<file path="src/rtl/mos_gate_evaluator.sv">
// Four-valued static CMOS gate model: NAND/NOR switch networks resolved to a node
// value, carried through a LAT-deep registered pipeline with bubble-hold at the output.
module mos_gate_evaluator #(
  parameter int unsigned N   = 2,
  parameter int unsigned LAT = 1
) (
  input  logic           clk,
  input  logic           rst,
  input  logic           en,
  input  logic           topo,
  input  logic [2*N-1:0] g,
  output logic [1:0]     out,
  output logic           out_valid,
  output logic           contention,
  output logic           floating
);

  localparam logic [1:0] V0 = 2'b00;
  localparam logic [1:0] V1 = 2'b01;
  localparam logic [1:0] VZ = 2'b10;
  localparam logic [1:0] VX = 2'b11;

  typedef struct packed {
    logic       v;
    logic [1:0] val;
    logic       cont;
    logic       flt;
  } stage_t;

  localparam stage_t STAGE_RST = '{v: 1'b0, val: VZ, cont: 1'b0, flt: 1'b0};

  logic any_n_on, all_n_on, any_n_off, all_n_off;
  logic any_p_on, all_p_on, any_p_off, all_p_off;
  logic pu_on, pu_off, pd_on, pd_off;
  stage_t eval_c;
  stage_t st_in [LAT];
  stage_t st_q  [LAT];

  // Per-device conduction summaries; Z/X gates count as neither on nor off.
  always_comb begin
    any_n_on  = 1'b0;
    all_n_on  = 1'b1;
    any_n_off = 1'b0;
    all_n_off = 1'b1;
    any_p_on  = 1'b0;
    all_p_on  = 1'b1;
    any_p_off = 1'b0;
    all_p_off = 1'b1;
    for (int unsigned i = 0; i < N; i++) begin
      any_n_on  = any_n_on  | (g[2*i +: 2] == V1);
      all_n_on  = all_n_on  & (g[2*i +: 2] == V1);
      any_n_off = any_n_off | (g[2*i +: 2] == V0);
      all_n_off = all_n_off & (g[2*i +: 2] == V0);
      any_p_on  = any_p_on  | (g[2*i +: 2] == V0);
      all_p_on  = all_p_on  & (g[2*i +: 2] == V0);
      any_p_off = any_p_off | (g[2*i +: 2] == V1);
      all_p_off = all_p_off & (g[2*i +: 2] == V1);
    end
  end

  // NAND: PMOS parallel / NMOS series; NOR: PMOS series / NMOS parallel.
  always_comb begin
    pu_on  = topo ? all_p_on  : any_p_on;
    pu_off = topo ? any_p_off : all_p_off;
    pd_on  = topo ? any_n_on  : all_n_on;
    pd_off = topo ? all_n_off : any_n_off;
  end

  // Node resolution; any UNK network gives X with both flags clear.
  always_comb begin
    eval_c = '{v: en, val: VX, cont: 1'b0, flt: 1'b0};
    if (pu_on && pd_off) begin
      eval_c.val = V1;
    end else if (pu_off && pd_on) begin
      eval_c.val = V0;
    end else if (pu_off && pd_off) begin
      eval_c.val = VZ;
      eval_c.flt = 1'b1;
    end else if (pu_on && pd_on) begin
      eval_c.val  = VX;
      eval_c.cont = 1'b1;
    end
  end

  always_comb begin
    st_in[0] = eval_c;
    for (int unsigned i = 1; i < LAT; i++) begin
      st_in[i] = st_q[i-1];
    end
  end

  // Valid shifts every cycle; payload only advances with a valid token so bubbles hold.
  always_ff @(posedge clk) begin
    if (rst) begin
      for (int unsigned i = 0; i < LAT; i++) begin
        st_q[i] <= STAGE_RST;
      end
    end else begin
      for (int unsigned i = 0; i < LAT; i++) begin
        st_q[i].v <= st_in[i].v;
        if (st_in[i].v) begin
          st_q[i].val  <= st_in[i].val;
          st_q[i].cont <= st_in[i].cont;
          st_q[i].flt  <= st_in[i].flt;
        end
      end
    end
  end

  assign out        = st_q[LAT-1].val;
  assign out_valid  = st_q[LAT-1].v;
  assign contention = st_q[LAT-1].cont;
  assign floating   = st_q[LAT-1].flt;

endmodule

</file>
<file path="config.mk">
export PLATFORM = sky130hd
export DESIGN_NAME = mos_gate_evaluator
export DESIGN_NICKNAME = d
export VERILOG_FILES = /design/src/rtl/mos_gate_evaluator.sv
export SDC_FILE = /design/constraint.sdc
export NUM_CORES = 1
export LEC_CHECK = 0
export ABC_CLOCK_PERIOD_IN_PS = 2450
export CORE_AREA = 2 2 39 41
export DETAILED_ROUTE_END_ITERATION = 16
export DIE_AREA = 0 0 41 43
export PLACE_DENSITY = 0.38
export SYNTH_ARGS = -nofsm -noshare
export SYNTH_HDL_FRONTEND = slang
export SYNTH_SLANG_ARGS = --single-unit
</file>
<file path="constraint.sdc">
create_clock -name clk -period 2.45 [get_ports clk]
set_input_delay 0.245 -clock clk [delete_from_list [all_inputs] [get_ports clk]]
set_output_delay 0.245 -clock clk [all_outputs]
set_load 0.005 [all_outputs]
</file>
==> After elaboration in Yosys (flattened, before gate mapping) <==
Memory sizes are Yosys's and may differ from the RTL's.
Index checks and enable logic that the tools add are counted.
{ "totals": {"register_bits": 0, "ram_bits": 5, "inputBits": 8, "output_inout_bits": 5, "elab_cells": 27, "mem_count": 1} }
{ "memory_table": {"columns": ["name", "depth", "width", "read_ports", "rd_ports_with_merged_regs", "wr", "line", "source"], "rows": [
  ["st_q", 1, 5, 1, 0, 4, "37", "stage_t st_q [LAT];"]
]} }
{ "op_classes": {"eq_ne": 2, "mux": 16, "n_bitwise": 4, "n_reduce_logical": 4} }
{ "op_table": {"columns": ["op", "count"], "rows": [
  ["2-to-1 mux 1 bit", 11],
  ["2-to-1 mux 2 bit", 4],
  ["2-to-1 mux 5 bit", 1],
  ["OR reduction 5 bit", 1],
  ["== test 2 x 1 -> 1 bit, second input constant", 2],
  ["zero test 2 bit", 2],
  ["bitwise AND 1 bit", 2],
  ["bitwise OR 1 bit", 2],
  ["logical AND 1 bit", 1]
]} }

==> Logic depth before layout (Yosys ltp) <==
{ "logic_depth": {"word_depth": 7, "ltp_mapped": 3, "mapped_depth_nobuf": 3} }

==> Least setup slack after synthesis <==
No wires, ideal clock.
{ "synth_path": {"path_type": "input-to-reg", "startpoint": "input g[2]", "endpoint": "memory st_q[0][3] (netlist bit), data pin", "setup_ns": 0.180, "arrival_ns": 0.836, "required_time_ns": 2.270, "path_slack_ns": 1.434, "stages": 3, "n_path_buf": 0, "cell_sequence": "nor2_1 -> or4b_1 -> o311ai_1"} }
{ "synth_lines": {"columns": ["item", "line", "source"], "rows": [
  ["start: declaration", "11", "input logic [2*N-1:0] g,"],
  ["end: declaration", "37", null]
]} }

==> metrics.cfg <==
[synthesis]
seq_area_frac_synth=0.527
synth_cells=21
yosysWarnings=0
ys_types=15
avgSynthCellArea_um2=9.95
synthFlopType=edfxtp_1
async_reset_ff_frac=0
synth-edff-count=3
synth_top_area_cell=edfxtp_1
ys_ff_latch=4
syn_area_um2=209
synthTopCellsByCount=a21oi_1, edfxtp_1, inv_1
synth_area_leaders=edfxtp_1, dfxtp_1, a21oi_1, inv_1, or4b_1
synth_top_area_share=0.431

[cells_and_area]
largest_reg_flops=4
regMostFlops=st_q
nNetsFinal=45
fin_cells=52
nFillCells=156
antenna_cells=0
final_cell_mix=clkdlybuf4s50_1, inv_1, a21oi_1, clkbuf_4, edfxtp_1
area_delta_synth_final_pct=73.1
multi_input_area_um2=83.8
layout.area.seq_um2=110
reg_top3=st_q: 4 flops
layout-drive-gt1-share=0.139
mostFrequentLayoutCell=clkdlybuf4s50_1
finish.utilization=0.261

[setup_path]
critical_path.max_stage_delay_ns=0.53
cp_data_arrival_time_ns=1.41
critPathSlowestCell=clkdlybuf4s50_1
cp-end-kind=flop
start_kind=input pin
endpoint=st_q[0][3]$_DFFE_PP_
cp-startpoint=g[0]
path_cells=clkdlybuf4s50_1 > a21oi_1 > or4b_1 > o311ai_1
cp_data_required_time_ns=2.50
worstSetupPathType=in -> reg
crit_path_max_fanout=4

[sta]
period_share=0.552
hold_viol_final=0
period_needed_ns=1.35
rsz0062_at_grt=false
layout_setup_ws_ns=1.10
finalSetupViolCount=0
setup-tns-final_ns=0
clock.fmax_mhz=740
slew_violations=0

[detailed_routing]
dr.pass1.iters=1
ant_nets=0
vias=190
via_per_inst=3.65
dr.first_iter.drc_count=0
wirelength_um=386
routedWlPerCell_um=7.42
drc=0

[floorplanning]
core_um2=1380
dieHeight_um=43
start_util=0.151
die_area_um2=1760
core.rowCount=14
pin_count=13
dieWidth_um=41

[cts]
cts_num_sinks=4
cts_resized=0
cts-root-buf=clkbuf_4
htreeDepth=1
clk_path_buf_depth=2
cts_tree=built
cts_made_buffers=3
cts_hold_buffers=0
post_cts_buffers=0
clkTransAtPathRegs_ns=0.04

[global_routing]
grt_pass1_wl_um=614
grt_max_degree=5
grt_usage=0.0615
globalRouteOverflowTotal=0
grt_pass1_vias=174
antenna_found_initial=0

[power_and_ir_drop]
leakagePower_nw=0.145
power-per-cell-area_nw_per_um2=572
vdd_drop_max_v=0.000128

[flow_run]
cap_violations=0

[placement]
portBuffers=11
gp_congestion=0.579
place_ws_ns=0.853
placed_cells=48

[outcome]
status=finished, final reports clean

[hold_path]
min_path_type=in -> reg

metrics by stage:
stage	power, mW	area (um2)	hold slack, ns
after floorplan	0.0940	213	0.328
after CTS	0.213	362	0.614
after global routing	0.222	362	0.655
after detailed placement	0.119	335	0.864
after global placement	0.119	335	0.862
final	0.207	362	0.619
how the worst min path moves through the flow:
stage	startpoint	depth (start not counted)	slack [ns]	to
floorplan	rst	1	0.33	st_q[0][4]$_SDFF_PP0_
global placement	rst	2	0.86	st_q[0][4]$_SDFF_PP0_
detailed placement	rst	2	0.86	st_q[0][4]$_SDFF_PP0_
CTS	rst	2	0.61	st_q[0][4]$_SDFF_PP0_
global route	rst	2	0.65	st_q[0][4]$_SDFF_PP0_
finish	rst	2	0.62	st_q[0][4]$_SDFF_PP0_
where the power goes:
part           leakage [nW]  switching [mW]  internal, mW  total (mW)
registers            0.0392         0.00126        0.0798      0.0810
logic                0.0912          0.0122        0.0245      0.0367
clock network        0.0150          0.0281        0.0612      0.0893
kinds of logic after synthesis:
family,synth area share
other,0.0179
AO/OA/AOI/OAI,0.180
AND/OR/NAND/NOR,0.186
flip-flops,0.527
buffers and inverters,0.0898
metal layers:
metal	vias to the layer above	global-route usage	routed length (um)
li1	101	-	-
met2	12	0.0750	165
met4	0	0.100	9
met1	75	0.0521	148
met5	-	0	0
met3	2	0.0314	63
critical path, delay by kind of cell:
kind | cells | cell delay (ns)
buffers and inverters | 1 | 0.53
AOI/OAI and AO/OA | 2 | 0.18
and+or+nand+nor | 1 | 0.46
cell type report:
| class | count | share of cell area |
|---|---|---|
| Multi-Input combinational cell | 14 | 0.232 |
| Clock buffer | 4 | 0.0727 |
| Inverter | 3 | 0.0311 |
| Timing Repair Buffer | 11 | 0.304 |
| Sequential cell | 4 | 0.304 |
| Tap cell | 16 | 0.0554 |
Power figures use the tool's default switching activity.
